`config.mk`:
```
export PLATFORM = sky130hd
export DESIGN_NAME = fp_add_align
export DESIGN_NICKNAME = d
export VERILOG_FILES = /design/src/rtl/fp_add_align.sv
export SDC_FILE = /design/constraint.sdc
export NUM_CORES = 1
export LEC_CHECK = 0
export ABC_AREA = 1
export CORE_ASPECT_RATIO = 0.6
export CORE_MARGIN = 2
export CORE_UTILIZATION = 30
export CTS_CLUSTER_DIAMETER = 80
export DETAILED_ROUTE_END_ITERATION = 16
export GPL_TIMING_DRIVEN = 0
export PLACE_DENSITY = 0.52
export REMOVE_ABC_BUFFERS = 1
export SYNTH_ARGS = -nofsm -noshare
export SYNTH_HDL_FRONTEND = slang
export SYNTH_SLANG_ARGS = --single-unit
```
`constraint.sdc`:
```
create_clock -name clk -period 5.45 [get_ports clk]
set_input_delay 1.09 -clock clk [delete_from_list [all_inputs] [get_ports clk]]
set_output_delay 1.09 -clock clk [all_outputs]
set_load 0.02 [all_outputs]
```
`src/rtl/fp_add_align.sv`:
```
// Floating-point adder front end: unpack/order, align/add, carry fix.
// Three-stage valid/ready pipeline whose stages all advance on one shared enable.
module fp_add_align #(
  parameter int X         = 32,
  parameter int expo_bits = 8
) (
  input  logic                   clk,
  input  logic                   rst,
  input  logic                   in_valid,
  output logic                   in_ready,
  input  logic [X-1:0]           a,
  input  logic [X-1:0]           b,
  output logic                   out_valid,
  input  logic                   out_ready,
  output logic                   out_sign,
  output logic [expo_bits-1:0]   out_exp,
  output logic [X-expo_bits:0]   out_mant,
  output logic                   out_zero,
  output logic                   out_special
);

  localparam int F  = X - expo_bits - 1;
  localparam int MW = F + 2;
  localparam logic [expo_bits-1:0] EXP_MAX = '1;

  typedef struct packed {
    logic                 sign;
    logic [expo_bits-1:0] exp;
    logic [MW-1:0]        mant;
    logic                 zero;
    logic                 special;
  } res_t;

  // Right shift that flushes to zero once every significand bit is gone.
  function automatic logic [MW-1:0] align(input logic [MW-1:0] m,
                                          input logic [expo_bits-1:0] d);
    if (32'(d) >= 32'(MW)) align = '0;
    else                   align = m >> d;
  endfunction

  // Fold a carry-out back into range; an exponent reaching all-ones saturates to infinity.
  function automatic res_t fix_carry(input logic [MW-1:0] sum,
                                     input logic [expo_bits-1:0] exp_l,
                                     input logic sign_l);
    res_t r;
    r = '0;
    if (sum == '0) begin
      r.zero = 1'b1;
    end else if (sum[MW-1]) begin
      r.sign = sign_l;
      r.exp  = exp_l + expo_bits'(1);
      if (r.exp == EXP_MAX) r.special = 1'b1;
      else                  r.mant    = sum >> 1;
    end else begin
      r.sign = sign_l;
      r.exp  = exp_l;
      r.mant = sum;
    end
    return r;
  endfunction

  logic adv;
  assign adv      = !out_valid || out_ready;
  assign in_ready = adv;

  logic                 a_ge_b, a_inf, b_inf;
  logic [X-1:0]         op_l, op_s;
  logic [expo_bits-1:0] raw_l, raw_s, eff_l, eff_s;

  always_comb begin
    a_ge_b = a[X-2:0] >= b[X-2:0];
    op_l   = a_ge_b ? a : b;
    op_s   = a_ge_b ? b : a;
    raw_l  = op_l[X-2:F];
    raw_s  = op_s[X-2:F];
    eff_l  = (raw_l == '0) ? expo_bits'(1) : raw_l;
    eff_s  = (raw_s == '0) ? expo_bits'(1) : raw_s;
    a_inf  = &a[X-2:F];
    b_inf  = &b[X-2:F];
  end

  logic                 vld_p0, vld_p1;
  logic                 sign_p0, sub_p0, spec_p0, spec_sign_p0;
  logic [expo_bits-1:0] exp_p0, dist_p0;
  logic [MW-1:0]        m_l_p0, m_s_p0;
  logic                 sign_p1, spec_p1, spec_sign_p1;
  logic [expo_bits-1:0] exp_p1;
  logic [MW-1:0]        sum_p1, m_s_al;
  res_t                 res_p1;

  always_ff @(posedge clk) begin
    if (rst) begin
      vld_p0    <= 1'b0;
      vld_p1    <= 1'b0;
      out_valid <= 1'b0;
    end else if (adv) begin
      vld_p0    <= in_valid;
      vld_p1    <= vld_p0;
      out_valid <= vld_p1;
    end
  end

  // Stage 1 -> p0: unpacked, magnitude-ordered operands.
  always_ff @(posedge clk) begin
    if (adv) begin
      sign_p0      <= op_l[X-1];
      sub_p0       <= op_l[X-1] ^ op_s[X-1];
      exp_p0       <= eff_l;
      dist_p0      <= eff_l - eff_s;
      m_l_p0       <= {1'b0, |raw_l, op_l[F-1:0]};
      m_s_p0       <= {1'b0, |raw_s, op_s[F-1:0]};
      spec_p0      <= a_inf | b_inf;
      spec_sign_p0 <= a_inf ? a[X-1] : b[X-1];
    end
  end

  assign m_s_al = align(m_s_p0, dist_p0);

  // Stage 2 -> p1: aligned sum; L >= S keeps the difference non-negative.
  always_ff @(posedge clk) begin
    if (adv) begin
      sum_p1       <= sub_p0 ? (m_l_p0 - m_s_al) : (m_l_p0 + m_s_al);
      sign_p1      <= sign_p0;
      exp_p1       <= exp_p0;
      spec_p1      <= spec_p0;
      spec_sign_p1 <= spec_sign_p0;
    end
  end

  always_comb begin
    res_p1 = fix_carry(sum_p1, exp_p1, sign_p1);
    if (spec_p1) begin
      res_p1         = '0;
      res_p1.sign    = spec_sign_p1;
      res_p1.exp     = EXP_MAX;
      res_p1.special = 1'b1;
    end
  end

  // Stage 3 -> outputs: carry-fixed result.
  always_ff @(posedge clk) begin
    if (rst) begin
      {out_sign, out_exp, out_mant, out_zero, out_special} <= '0;
    end else if (adv) begin
      {out_sign, out_exp, out_mant, out_zero, out_special} <= res_p1;
    end
  end

endmodule

```
==> impl_summary.log <==
INFO  metric clk_latency = roughly 0.43 ns
INFO  metric clock_skew = about 0.013 ns
INFO  metric hold_start = exp_p0[5]$_DFFE_PP_
INFO  metric wire_per_inst = around 18 um
INFO  metric timing_worst_setup_path_type = primary input to flip-flop
INFO  metric numCtsBuffers = 17
INFO  metric syn-instance-count = approximately 1,400
INFO  metric finalWorstPathRequiredPeriod = between 5 and 6 ns
INFO  metric timing.critical_path.to_type = flip-flop
INFO  metric timing_hold_violations_final = 0
INFO  metric syn_to_final_growth = 20.1%
INFO  metric ys_async_sr_fraction = 0
INFO  metric drc_errors = 0
INFO  metric pin_count = between 100 and 150
INFO  metric drt_pass1_iterations = 5
INFO  metric antenna_found_initial = 1
INFO  metric pre_cts_ws = -0.653 ns
INFO  metric endpoint_of_the_most_critical_register_to_register_path = sum_p1[21]$_DFFE_PP_
INFO  metric worst-r2r-cell-count = 22
INFO  metric cts-htree-levels = 4
INFO  metric critPathMaxStageDelay = roughly 0.46 ns
INFO  metric maximum_number_of_pins_on_one_net_before_global_route_repair = 73
INFO  metric post-layout-total-power = 7.16 mW
INFO  metric total_leakage_power = about 5.5 nW
INFO  metric clock_tree.buffer_depth = 2
INFO  metric design.die.area = approximately 0.037 mm2
INFO  metric die_y = between 100 and 150 um
INFO  metric clock_tree_from_tritoncts = built
INFO  metric grt_first_pass_wirelength = just over 50,000 um
INFO  metric crit_chain = clkdlybuf4s50_1 -> inv_1 -> ha_1 -> a21oi_1 -> o21ai_1 -> nand2_1 -> o211ai_1 -> a21oi_4 -> nand3_4 -> buf_16 -> o21ai_0 -> nand2_1 -> nor2_1 -> nand2_1 -> nand2_1 -> ha_1 -> o21ai_0 -> a21oi_1 -> inv_1 -> a21oi_1 -> o21ai_0 -> a21oi_1 -> xor2_1
INFO  metric cp_max_fo = 36
INFO  metric finalWeightedCongestion = approximately 0.9
INFO  metric synth_enable_flop_cells = about 100
INFO  metric slowest_stage = sky130_fd_sc_hd__clkdlybuf4s50_1
INFO  metric worst_r2r_startpoint = dist_p0[7]$_DFFE_PP_
INFO  metric final_number_of_max_transition_violations = 0
INFO  metric yosysWarningCount = 0
INFO  metric crit_start = b[18]
INFO  metric sum_of_routed_wire_length_over_all_layers = about 35,000 um
INFO  metric final.period_utilization = 0.947
INFO  metric synth_seq_area_share = 0.365
INFO  metric final_standard_cell_count_with_taps_included_and_fillers_excluded = approximately 2,000
INFO  metric clk_sink_count = around 140
INFO  metric holdCritPathClass = flip-flop to flip-flop
INFO  metric finalNetCount = 1,611
INFO  metric die_w = between 200 and 250 um
INFO  metric synth_cell_type_count = 50
INFO  metric synth.avg_cell_area = around 7.7 um2
INFO  metric setup.reg_to_reg.worst_slack = roughly 0.36 ns
INFO  metric hpwlAfterDp = ~27,000 um
INFO  metric peakVddDrop = ~320 uV
INFO  metric slew-limit-headroom = 0.201
INFO  metric root_buffer = sky130_fd_sc_hd__clkbuf_16
INFO  metric postRouteAntennaNets = 0
INFO  metric dr_wl_met3 = 3020 um
INFO  metric floorplan.initialDensity = 0.305
INFO  metric dr.first_iter.drc_count = 1,083
INFO  metric grt-ovfl-total = 0
INFO  metric outcome = complete, no violations
INFO  metric drt-met1-wl = about 18,000 um
INFO  metric clock_slew_seen_by_the_registers_of_the_worst_setup_and_hold_paths = ~0.06 ns
INFO  metric power_per_cell_area = approximately 560 mW/mm2
INFO  metric top_signal_layer_used = met4
INFO  metric via_count = between 9,000 and 10,000
INFO  metric dp_cells = 1,907
INFO  metric rows = 53
INFO  metric timing_worst_slew_pin_value = 1.20 ns
INFO  metric grt_use_total = 0.184
INFO  metric synthesis.area = 0.0106 mm2
INFO  metric coreArea = 0.0349 mm2
INFO  metric first_global_vias = 8,849
INFO  metric max_cap_violations = 0
INFO  metric worst_ep_required_time = between 5 and 6 ns
INFO  metric critical_path.startpoint_type = primary input
INFO  metric setup_slack = ~0.29 ns
INFO  metric cts-hold-fix-buffers = 0
INFO  metric timing.critical_path.arrival = between 5 and 6 ns
INFO  metric synth_top_flop_cell = sky130_fd_sc_hd__edfxtp_1
INFO  metric numPortBuffers = 104
INFO  metric met2WireLength = around 13,000 um
INFO  metric post_drt_via_cell_ratio = between 5 and 6
INFO  metric flip_flop_and_latch_count_after_synthesis = approximately 140
INFO  metric diodes = 0
INFO  metric layout_cell_share_with_drive_strength_beyond_1 = 0.0994
INFO  metric critical_path.endpoint = dist_p0[7]$_DFFE_PP_
INFO  metric report.final.setup_viol = 0
INFO  metric timing.fmax = just under 200 MHz
## logic make-up after synthesis
logic type / count (synthesis) / share of synthesized area
flops: 142 / 0.365
compound gates: 244 / 0.130
other cells: 1 / 0.000352
buf+inv: 199 / 0.0808
xor+xnor: 45 / 0.0370
fa+ha+maj: 67 / 0.0802
simple gates: 692 / 0.307
## cell usage after synthesis (all sizes together), types with 31 or more instances
| master | number | share of area |
|---|---|---|
| a21oi | 116 | 0.057 |
| inv | 140 | 0.049 |
| edfxtp | 104 | 0.29 |
| ha | 65 | 0.076 |
| xor2 | 31 | 0.026 |
| dfxtp | 38 | 0.071 |
| nand4 | 31 | 0.018 |
| nor2 | 97 | 0.041 |
| o21ai | 82 | 0.039 |
| nand3 | 170 | 0.087 |
| nand2 | 350 | 0.13 |
| buf | 38 | 0.024 |
## how the worst min path moves through the flow
stage,depth (start not counted),slack [ns],end
after CTS,0,0.42,exp_p1[5]$_DFFE_PP_
final,0,0.42,exp_p1[5]$_DFFE_PP_
after global placement,0,0.40,exp_p1[3]$_DFFE_PP_
after detailed placement,0,0.41,exp_p1[5]$_DFFE_PP_
after floorplan,0,0.40,exp_p1[0]$_DFFE_PP_
after global routing,0,0.42,exp_p1[0]$_DFFE_PP_
## critical path, delay by kind of cell
family          cells  cell delay (ns)
fa+ha+maj           2             0.54
xor+xnor            1             0.09
compound gates     10             2.12
buf+inv             4             0.83
simple gates        6             0.64
## power breakdown
group	internal, mW	switching (mW)	total (mW)
clock network	0.631	0.479	1.11
logic	1.49	2.64	4.14
registers	1.60	0.307	1.91
## timing repair
action / CTS / global route
setup buffers: 1 / 11
setup endpoints to repair: 3 / 12
pin swaps: 1 / 5
gates resized for setup: 1 / 7
cloned: 1 / 4
## stage by stage
stage | util | hold WS (ns) | area, um2 | setup TNS (ns)
after global routing | 0.366 | 0.423 | 12800 | -0.00205
after detailed placement | 0.344 | 0.407 | 12000 | -2.01
after CTS | 0.361 | 0.421 | 12600 | 0
after floorplan | - | 0.400 | 10300 | -0.0685
final | 0.366 | 0.419 | 12800 | 0
after global placement | 0.342 | 0.405 | 11900 | -232.24
## layout by cell type (no fill, tap or decap), types with 12 or more instances in the layout
cell	netlist	final
sky130_fd_sc_hd__xnor2_1	14	14
sky130_fd_sc_hd__nor2_2	9	12
sky130_fd_sc_hd__nand4_1	31	31
sky130_fd_sc_hd__a21oi_1	112	112
sky130_fd_sc_hd__ha_1	65	65
sky130_fd_sc_hd__o2111ai_1	20	20
sky130_fd_sc_hd__o21ai_0	72	70
sky130_fd_sc_hd__nor2_1	82	80
sky130_fd_sc_hd__edfxtp_1	104	104
sky130_fd_sc_hd__xor2_1	31	31
sky130_fd_sc_hd__inv_1	127	126
sky130_fd_sc_hd__clkdlybuf4s50_1	0	104
sky130_fd_sc_hd__or2_2	12	12
sky130_fd_sc_hd__inv_2	13	13
sky130_fd_sc_hd__clkbuf_16	0	18
sky130_fd_sc_hd__dfxtp_1	38	38
sky130_fd_sc_hd__nand3_1	157	157
sky130_fd_sc_hd__nand2_2	27	28
sky130_fd_sc_hd__nand2_1	317	316
## metal layers
layer,vias to the layer above,track usage
li1,4956,-
met4,0,0.0407
met2,379,0.232
met1,4606,0.301
met5,-,0
met3,30,0.0445
## sequential cells by signal (all words and copies together), names as in the netlist, 8 cells and up
name / cells
out_mant: 24
exp_p0: 8
dist_p0: 8
m_l_p0: 24
sum_p1: 25
m_s_p0: 24
out_exp: 8
exp_p1: 8
## area by class of cell
class,instances,area [um2]
fill,3700,22200
tap,467,584
sequential,142,3880
clock buffer,20,437
timing repair buffer,121,1250
inverter,141,534
clock inverter,12,115
multi-input combinational,1053,5980
(Power assumes the default switching activity.)
